`src/rtl/bus_arb_pkg.sv`:
```
// Shared definitions for the bus-drive arbiter family: FSM states, default
// parameters and the round-robin search used by rr_pick.
package bus_arb_pkg;

    typedef enum logic [1:0] {
        ST_IDLE  = 2'd0,
        ST_DRIVE = 2'd1,
        ST_TURN  = 2'd2
    } arb_state_e;

    localparam int MAX_NREQ        = 8;
    localparam int DEF_NREQ        = 4;
    localparam int DEF_TURN_CYCLES = 1;
    localparam int DEF_MAX_HOLD    = 16;

    typedef struct packed {
        logic       valid;
        logic [2:0] idx;
    } rr_result_t;

    // Search vec from ptr+1 upwards and wrap. Callers zero the bits above their
    // own width, which makes this 8-wide wrap behave as a modulo-NREQ wrap.
    function automatic rr_result_t rr_next(input logic [2:0] ptr,
                                           input logic [MAX_NREQ-1:0] vec);
        rr_result_t res;
        logic [2:0] cand;
        res = '0;
        for (int i = 1; i <= MAX_NREQ; i++) begin
            cand = ptr + 3'(i);
            if (!res.valid && vec[cand]) begin
                res.valid = 1'b1;
                res.idx   = cand;
            end
        end
        return res;
    endfunction

endpackage

```
`src/rtl/rr_pick.sv`:
```
// Combinational round-robin picker: first set bit of vec after position ptr.
module rr_pick
    import bus_arb_pkg::*;
#(
    parameter  int N  = DEF_NREQ,
    localparam int IW = $clog2(N)
) (
    input  logic [N-1:0]  vec,
    input  logic [IW-1:0] ptr,
    output logic [IW-1:0] idx,
    output logic          valid
);

    rr_result_t w_res;

    always_comb begin
        w_res = rr_next(3'(ptr), MAX_NREQ'(vec));
        idx   = IW'(w_res.idx);
        valid = w_res.valid;
    end

endmodule

```
`src/rtl/bus_drive_arbiter.sv`:
```
// Round-robin sequencer for the active-low enables of tristate driver banks
// sharing one bus, with a hold limit and a break-before-make turnaround.
module bus_drive_arbiter
    import bus_arb_pkg::*;
#(
    parameter  int NREQ        = DEF_NREQ,
    parameter  int TURN_CYCLES = DEF_TURN_CYCLES,
    parameter  int MAX_HOLD    = DEF_MAX_HOLD,
    localparam int OW          = $clog2(NREQ)
) (
    input  logic            clk,
    input  logic            reset_n,
    input  logic [NREQ-1:0] req,
    output logic [NREQ-1:0] gnt,
    output logic [NREQ-1:0] oe_n,
    output logic            busy,
    output logic [OW-1:0]   owner,
    output logic            preempt,
    output arb_state_e      dbg_state
);

    // Handshake: req[i] is a level held for as long as bank i wants the bus.
    // gnt[i] rises one cycle after req[i] is sampled in IDLE and stays up until
    // req[i] is sampled low or the hold limit expires; every output is a flop.
    localparam logic [7:0] HOLD_LAST = 8'(MAX_HOLD - 1);
    localparam logic [3:0] TURN_LOAD = 4'(TURN_CYCLES - 1);
    localparam bit         HOLD_EN   = (MAX_HOLD != 0);

    arb_state_e      r_state;
    logic [NREQ-1:0] r_gnt;
    logic [NREQ-1:0] r_oe_n;
    logic            r_busy;
    logic [OW-1:0]   r_owner;
    logic            r_preempt;
    logic [7:0]      r_hold;
    logic [3:0]      r_turn;

    arb_state_e      w_state_nx;
    logic [NREQ-1:0] w_gnt_nx;
    logic [OW-1:0]   w_owner_nx;
    logic            w_preempt_nx;
    logic [7:0]      w_hold_nx;
    logic [3:0]      w_turn_nx;
    logic [OW-1:0]   w_pick_idx;
    logic            w_pick_valid;

    rr_pick #(.N(NREQ)) u_rr_pick (
        .vec   (req),
        .ptr   (r_owner),
        .idx   (w_pick_idx),
        .valid (w_pick_valid)
    );

    always_comb begin
        w_state_nx   = r_state;
        w_gnt_nx     = r_gnt;
        w_owner_nx   = r_owner;
        w_preempt_nx = 1'b0;
        w_hold_nx    = r_hold;
        w_turn_nx    = r_turn;
        unique case (r_state)
            ST_IDLE: begin
                if (w_pick_valid) begin
                    w_state_nx = ST_DRIVE;
                    w_owner_nx = w_pick_idx;
                    w_gnt_nx   = NREQ'(1) << w_pick_idx;
                    w_hold_nx  = '0;
                end
            end
            ST_DRIVE: begin
                // A voluntary drop wins over expiry, so preempt stays low then.
                if (!req[r_owner]) begin
                    w_state_nx = ST_TURN;
                    w_gnt_nx   = '0;
                    w_turn_nx  = TURN_LOAD;
                    w_hold_nx  = '0;
                end else if (HOLD_EN && (r_hold == HOLD_LAST)) begin
                    w_state_nx   = ST_TURN;
                    w_gnt_nx     = '0;
                    w_turn_nx    = TURN_LOAD;
                    w_hold_nx    = '0;
                    w_preempt_nx = 1'b1;
                end else begin
                    w_hold_nx = r_hold + 8'd1;
                end
            end
            ST_TURN: begin
                if (r_turn == '0) begin
                    w_state_nx = ST_IDLE;
                end else begin
                    w_turn_nx = r_turn - 4'd1;
                end
            end
            default: begin
                w_state_nx = ST_IDLE;
                w_gnt_nx   = '0;
            end
        endcase
    end

    always_ff @(posedge clk or negedge reset_n) begin
        if (!reset_n) begin
            r_state   <= ST_IDLE;
            r_gnt     <= '0;
            r_oe_n    <= '1;
            r_busy    <= 1'b0;
            r_owner   <= OW'(NREQ - 1);
            r_preempt <= 1'b0;
            r_hold    <= '0;
            r_turn    <= '0;
        end else begin
            r_state   <= w_state_nx;
            r_gnt     <= w_gnt_nx;
            r_oe_n    <= ~w_gnt_nx;
            r_busy    <= (w_state_nx != ST_IDLE);
            r_owner   <= w_owner_nx;
            r_preempt <= w_preempt_nx;
            r_hold    <= w_hold_nx;
            r_turn    <= w_turn_nx;
        end
    end

    assign gnt       = r_gnt;
    assign oe_n      = r_oe_n;
    assign busy      = r_busy;
    assign owner     = r_owner;
    assign preempt   = r_preempt;
    assign dbg_state = r_state;

endmodule

```
`config.mk`:
```
export PLATFORM = sky130hd
export DESIGN_NAME = bus_drive_arbiter
export DESIGN_NICKNAME = d
export VERILOG_FILES = /design/src/rtl/bus_arb_pkg.sv /design/src/rtl/rr_pick.sv /design/src/rtl/bus_drive_arbiter.sv
export SDC_FILE = /design/constraint.sdc
export NUM_CORES = 1
export LEC_CHECK = 0
export BUFFER_PORTS_ARGS = -buffer_cell sky130_fd_sc_hd__buf_2
export CORE_MARGIN = 2
export CORE_UTILIZATION = 46
export DETAILED_ROUTE_END_ITERATION = 8
export HOLD_SLACK_MARGIN = 0.06
export PLACE_DENSITY = 0.66
export SKIP_LAST_GASP = 1
export SYNTH_ARGS = -nofsm -noshare
export SYNTH_HDL_FRONTEND = slang
export SYNTH_SLANG_ARGS = --single-unit
export TNS_END_PERCENT = 20
```
`constraint.sdc`:
```
create_clock -name clk -period 5.7 [get_ports clk]
set_input_delay 1.425 -clock clk [delete_from_list [all_inputs] [get_ports clk]]
set_output_delay 1.425 -clock clk [all_outputs]
set_load 0.05 [all_outputs]
```
# After elaboration in Yosys (flattened, before gate mapping)
# Cells that the tools add are included.
# op_classes
n_bitwise,1
magnitude_cmp,9
shift,1
n_addsub,9
n_mux,45
reduce_logical,22
n_eq_ne,6
# ops
cell,count
$mux 4,14
$lt 3x4->1 const B,7
$mux 8,3
$bmux 1 s3,7
$pmux 8 s2,1
$add 2x3->3 const B,4
$mux 1,12
$pmux 4 s3,1
$add 8x1->8 const B,1
$eq 8x4->1 const B,1
$mux 2,4
$pmux 4 s2,1
$logic_and 1x1->1,7
$logic_not 1->1,7
$add 2x2->3 const B,2
$pmux 2 s3,1
$reduce_bool 2->1,3
$logic_not 4->1,1
$lt 2x4->1 const B,1
$not 4->4,1
$reduce_and 2->1,2
$shl 1x2->4 const A,1
$sub 4x1->4 const B,1
$add 2x1->3 const B,1
other kinds (9),9
# word_totals
output_inout_bits,14
ff_bits,26

# Depth between registers and ports, before layout
# depth
depth_word,29
mapped_depth,10

# Cells and area by module
# Synthesis repeated with hierarchy kept, for this count alone.
# hier_totals
hier_cells,159
area_unflattened_um2,1567.8
# by_module_without_submodules
mod,seq_area_each_um2,cells_per_inst,n_inst,area_each_um2
bus_drive_arbiter,658.1,118,1,1278.7
rr_pick,0.0,41,1,289.0

# Worst setup path after synthesis
# No wires, ideal clock.
# synth_timing
path_kind,in2reg
start,input port req[0]
end,"register r_oe_n[3], in the netlist oe_n[3]"
setup_time_ns,0.082
path_slack_ns,2.684
n_path_buf,1
path_stages,6
required_time_ns,5.618
arrival_ns,2.935
cell_sequence,buf_2 -> mux4_2 -> or4b_1 -> nand2_1 -> o2bb2ai_2 -> o31a_1
# synth_between
elab_chain_cells,28
# synth_rtl
item,line_no,text
"start, declared",bus_drive_arbiter.sv:13,"input logic [NREQ-1:0] req,"
$bmux 1 s3,bus_arb_pkg.sv:30,if (!res.valid && vec[cand]) begin
$mux 1 (implied by the code),bus_arb_pkg.sv:30,
$mux 4,bus_arb_pkg.sv:30,
$logic_not 1->1,bus_arb_pkg.sv:30,
$logic_and 1x1->1,bus_arb_pkg.sv:30,
$mux 4,bus_arb_pkg.sv:30,
$logic_not 1->1,bus_arb_pkg.sv:30,
$logic_and 1x1->1,bus_arb_pkg.sv:30,
[12 not listed],n/a,
$mux 4,bus_arb_pkg.sv:30,
$logic_not 1->1,bus_arb_pkg.sv:30,
$logic_and 1x1->1,bus_arb_pkg.sv:30,
$mux 4,bus_arb_pkg.sv:30,
$shl 1x2->4,bus_drive_arbiter.sv:66,w_gnt_nx = NREQ'(1) << w_pick_idx;
$mux 4,bus_drive_arbiter.sv:63,if (w_pick_valid) begin
$pmux 4 s3 *,bus_drive_arbiter.sv:61,unique case (r_state)
$not 4->4 *,bus_drive_arbiter.sv:114,r_oe_n <= ~w_gnt_nx;
"end signal, assigned",bus_drive_arbiter.sv:114,
"end, declared",bus_drive_arbiter.sv:31,logic [NREQ-1:0] r_oe_n;
# Mark *: on every way between the ends. The rest lies on a longest branch, timed or not. The select of a mux whose other input is x is not followed.
# A chain may end at the register's enable or synchronous reset.

# Final worst setup path
# layout_timing
start,"register r_owner[0], in the netlist owner[0]"
end,"register r_oe_n[3], in the netlist oe_n[3]"
# layout_between
elab_chain_cells,29
# layout_rtl
item,line_no,text
"start, declared",bus_drive_arbiter.sv:33,logic [OW-1:0] r_owner;
"start signal, assigned",bus_drive_arbiter.sv:107,r_owner <= OW'(NREQ - 1);
"start signal, assigned",bus_drive_arbiter.sv:116,r_owner <= w_owner_nx;
$add 2x1->3,bus_arb_pkg.sv:29,cand = ptr + 3'(i);
$bmux 1 s3,bus_arb_pkg.sv:30,
$mux 1 (implied by the code),bus_arb_pkg.sv:30,
$mux 4,bus_arb_pkg.sv:30,
$logic_not 1->1,bus_arb_pkg.sv:30,
$logic_and 1x1->1,bus_arb_pkg.sv:30,
$mux 4,bus_arb_pkg.sv:30,
$logic_not 1->1,bus_arb_pkg.sv:30,
[13 not listed],n/a,
$mux 4,bus_arb_pkg.sv:30,
$logic_not 1->1,bus_arb_pkg.sv:30,
$logic_and 1x1->1,bus_arb_pkg.sv:30,
$mux 4,bus_arb_pkg.sv:30,
$shl 1x2->4,bus_drive_arbiter.sv:66,
$mux 4,bus_drive_arbiter.sv:63,
$pmux 4 s3 *,bus_drive_arbiter.sv:61,
$not 4->4 *,bus_drive_arbiter.sv:114,
# Marks and branches as above.

==> flow_summary.json <==
{
  "outcome": "complete, no violations",
  "hold_path.startpoint": "gnt[1]",
  "grt_pass1_vias": 1241,
  "die-width_um": 62.8,
  "path_clk_slew_ps": 120,
  "crit_fanout": 17,
  "r2r_end": "oe_n[3]",
  "fin_tns_setup_ps": 0,
  "port_buffers": 19,
  "cellLeakagePower_nw": 0.791,
  "gp_congestion": 0.899,
  "rrSetupSlack_ps": 2540,
  "cts.path.max_buffers": 2,
  "synth_cell_type_count": 48,
  "avgViaCountPerCell": 5.88,
  "core_um2": 3340,
  "startpoint_type": "flip-flop",
  "synth_nets": 170,
  "htree_levels": 1,
  "dpl_cell_area_um2": 1670,
  "r2r.worst_path.cells": 8,
  "start_util_pct": 47.7,
  "multi_input_area_um2": 833,
  "stdcell_area_um2": 1700,
  "grt_max_degree": 27,
  "cts-root-buf": "clkbuf_4",
  "async_reset_ff_share_pct": 100,
  "yosys_warnings": 0,
  "arrival_ps": 3410,
  "hold_viol": 0,
  "p_per_area_nw_per_um2": 563,
  "grt-ovfl-total": 0,
  "syn-cell-area_um2": 1590,
  "antenna_left": 0,
  "rsz0062_at_grt": "false",
  "grt_pass1_wl_mm": 5.83,
  "synthCells": 160,
  "vias": 1300,
  "synth_edf_count": 0,
  "diodes": 0,
  "ys_seq_area_share_pct": 41.4,
  "worst_pin_slew_ps": 790,
  "final.min_clock_period_ps": 3160,
  "min_to": "oe_n[1]",
  "drt-total-wl_mm": 3.26,
  "register_area_um2": 658,
  "tritoncts": "yes",
  "hold_depth": 1,
  "drv_slew": 0,
  "cp.required_ps": 5950,
  "grt_util_all_layers_pct": 18.3,
  "antenna_found_initial": 0,
  "instances_no_fill": 221,
  "cts.sinks": 26,
  "die_area_um2": 3950,
  "hold_class": "flip-flop to flip-flop",
  "fin_nets": 186,
  "die_h_um": 62.8,
  "criticalPathCategory": "flip-flop to flip-flop",
  "row_count": 21,
  "drt_pass1_iterations": 4,
  "reg2reg_from": "owner[0]",
  "drv_cap": 0,
  "setup_viol": 0,
  "pin_count": 20,
  "synth.avg_cell_area_um2": 9.95,
  "vdd_ir_drop_max_v": 0.000464,
  "drive_above_1_share_pct": 20.0,
  "fmax_ghz": 0.316,
  "clk_latency_ps": 320,
  "end_kind": "flip-flop",
  "cts_resized": 0,
  "drt_iter0_markers": 57,
  "cts_hold_buf": 0,
  "hpwl_mm": 2.37,
  "drc": 0,
  "placed_cells": 217,
  "area_growth_pct": 6.84,
  "routedWlPerCell_um": 14.7,
  "nFillCells": 325,
  "ys_seq_elements": 26,
  "cts_setup_buffers": 0,
  "finalCritPeriodShare_pct": 55.5,
  "ys.flop_type": "dfrtp_1",
  "skew_ps": 13.4,
  "relSlewSlack_pct": 46.5,
  "critPathLaunch": "owner[0]",
  "cts_buffers": 3
}
-- sequential cells by signal, indices dropped and copies added (netlist names) --
name / flops
gnt: 4
dbg_state: 2
preempt: 1
r_hold: 8
r_turn: 4
busy: 1
oe_n: 4
owner: 2
-- report_power, final --
part | leakage (nW) | internal [mW] | total [mW] | switching [mW]
Sequential | 0.333 | 0.237 | 0.293 | 0.0567
Combinational | 0.442 | 0.201 | 0.585 | 0.384
Clock | 0.0150 | 0.0274 | 0.0793 | 0.0519
-- kinds of logic after synthesis --
kind of cell             Yosys count  synth area share [%]
AND/OR/NAND/NOR                   56                  17.8
AO/OA/AOI/OAI                     44                  21.1
flip-flops                        26                  41.4
buffers and inverters             16                  6.29
multiplexers                      11                  8.73
adder cells (fa/ha/maj)            4                  3.14
XOR/XNOR                           3                  1.65
-- placed cells by master (no fill, tap or decap), drive strengths merged, types with 3 or more instances in the layout --
master   n
o21ai   16
nand3    5
nand2   16
nor2    14
clkbuf   4
and3     5
nand2b   3
inv      8
dfstp    6
mux2i    9
a32oi    4
buf     19
ha       4
dfrtp   20
-- per-layer routing --
layer,up-vias,track usage (%),routed length (um)
met1,628,24.2,1460
met2,47,30.5,1600
met3,6,4.32,160
met4,0,3.89,33
li1,619,-,-
met5,-,0,0
-- cell type report --
class / count / area share [%]
Clock buffer: 4 / 1.55
Multi-Input combinational cell: 118 / 49.0
Tap cell: 46 / 3.38
Timing Repair Buffer: 19 / 5.59
Inverter: 8 / 1.77
Sequential cell: 26 / 38.7
-- synth_stat cells (all sizes together), types with 2 or more instances --
cell | n | area [um^2]
a21boi | 2 | 15.0
a32o | 2 | 20.0
a32oi | 4 | 53.8
and3 | 5 | 31.3
and3b | 2 | 18.8
buf | 8 | 70.1
dfrtp | 20 | 500
dfstp | 6 | 158
ha | 4 | 50.1
inv | 8 | 30.0
mux2i | 9 | 90.1
mux4 | 2 | 48.8
nand2 | 16 | 60.1
nand2b | 3 | 18.8
nand3 | 5 | 25.0
nor2 | 14 | 52.6
nor2b | 2 | 12.5
nor3 | 2 | 10.0
nor3b | 2 | 15.0
nor4 | 2 | 12.5
o211ai | 2 | 20.0
o21a | 2 | 15.0
o21ai | 16 | 80.1
o221ai | 2 | 17.5
o22ai | 2 | 12.5
o31ai | 2 | 15.0
xnor2 | 2 | 17.5
-- worst max path at each step --
| stage | endpoint | cells past startpoint |
|---|---|---|
| floorplan | oe_n[3] | 6 |
| global placement | oe_n[3] | 6 |
| detailed placement | gnt[0] | 6 |
| CTS | oe_n[3] | 8 |
| global route | oe_n[3] | 8 |
| finish | oe_n[3] | 8 |
-- worst max-delay path: stages, from the launching register on --
cell and delay (ps):
dfstp_2 770, inv_1 200, ha_1 510, mux2i_1 350, mux2i_1 190, or4b_1 530, nand2_1 100, o2bb2ai_2 120
o31a_1 320
-- stage by stage --
stage	power, mW	setup WS (ps)	hold WS [ps]	util (%)
floorplan	0.779	2680	451	-
global placement	0.856	2560	430	50.2
detailed placement	0.875	2500	440	50.2
CTS	0.957	2580	462	51.0
global route	1.03	2360	499	51.0
finish	0.957	2540	461	51.0
(Power assumes the default switching activity.)
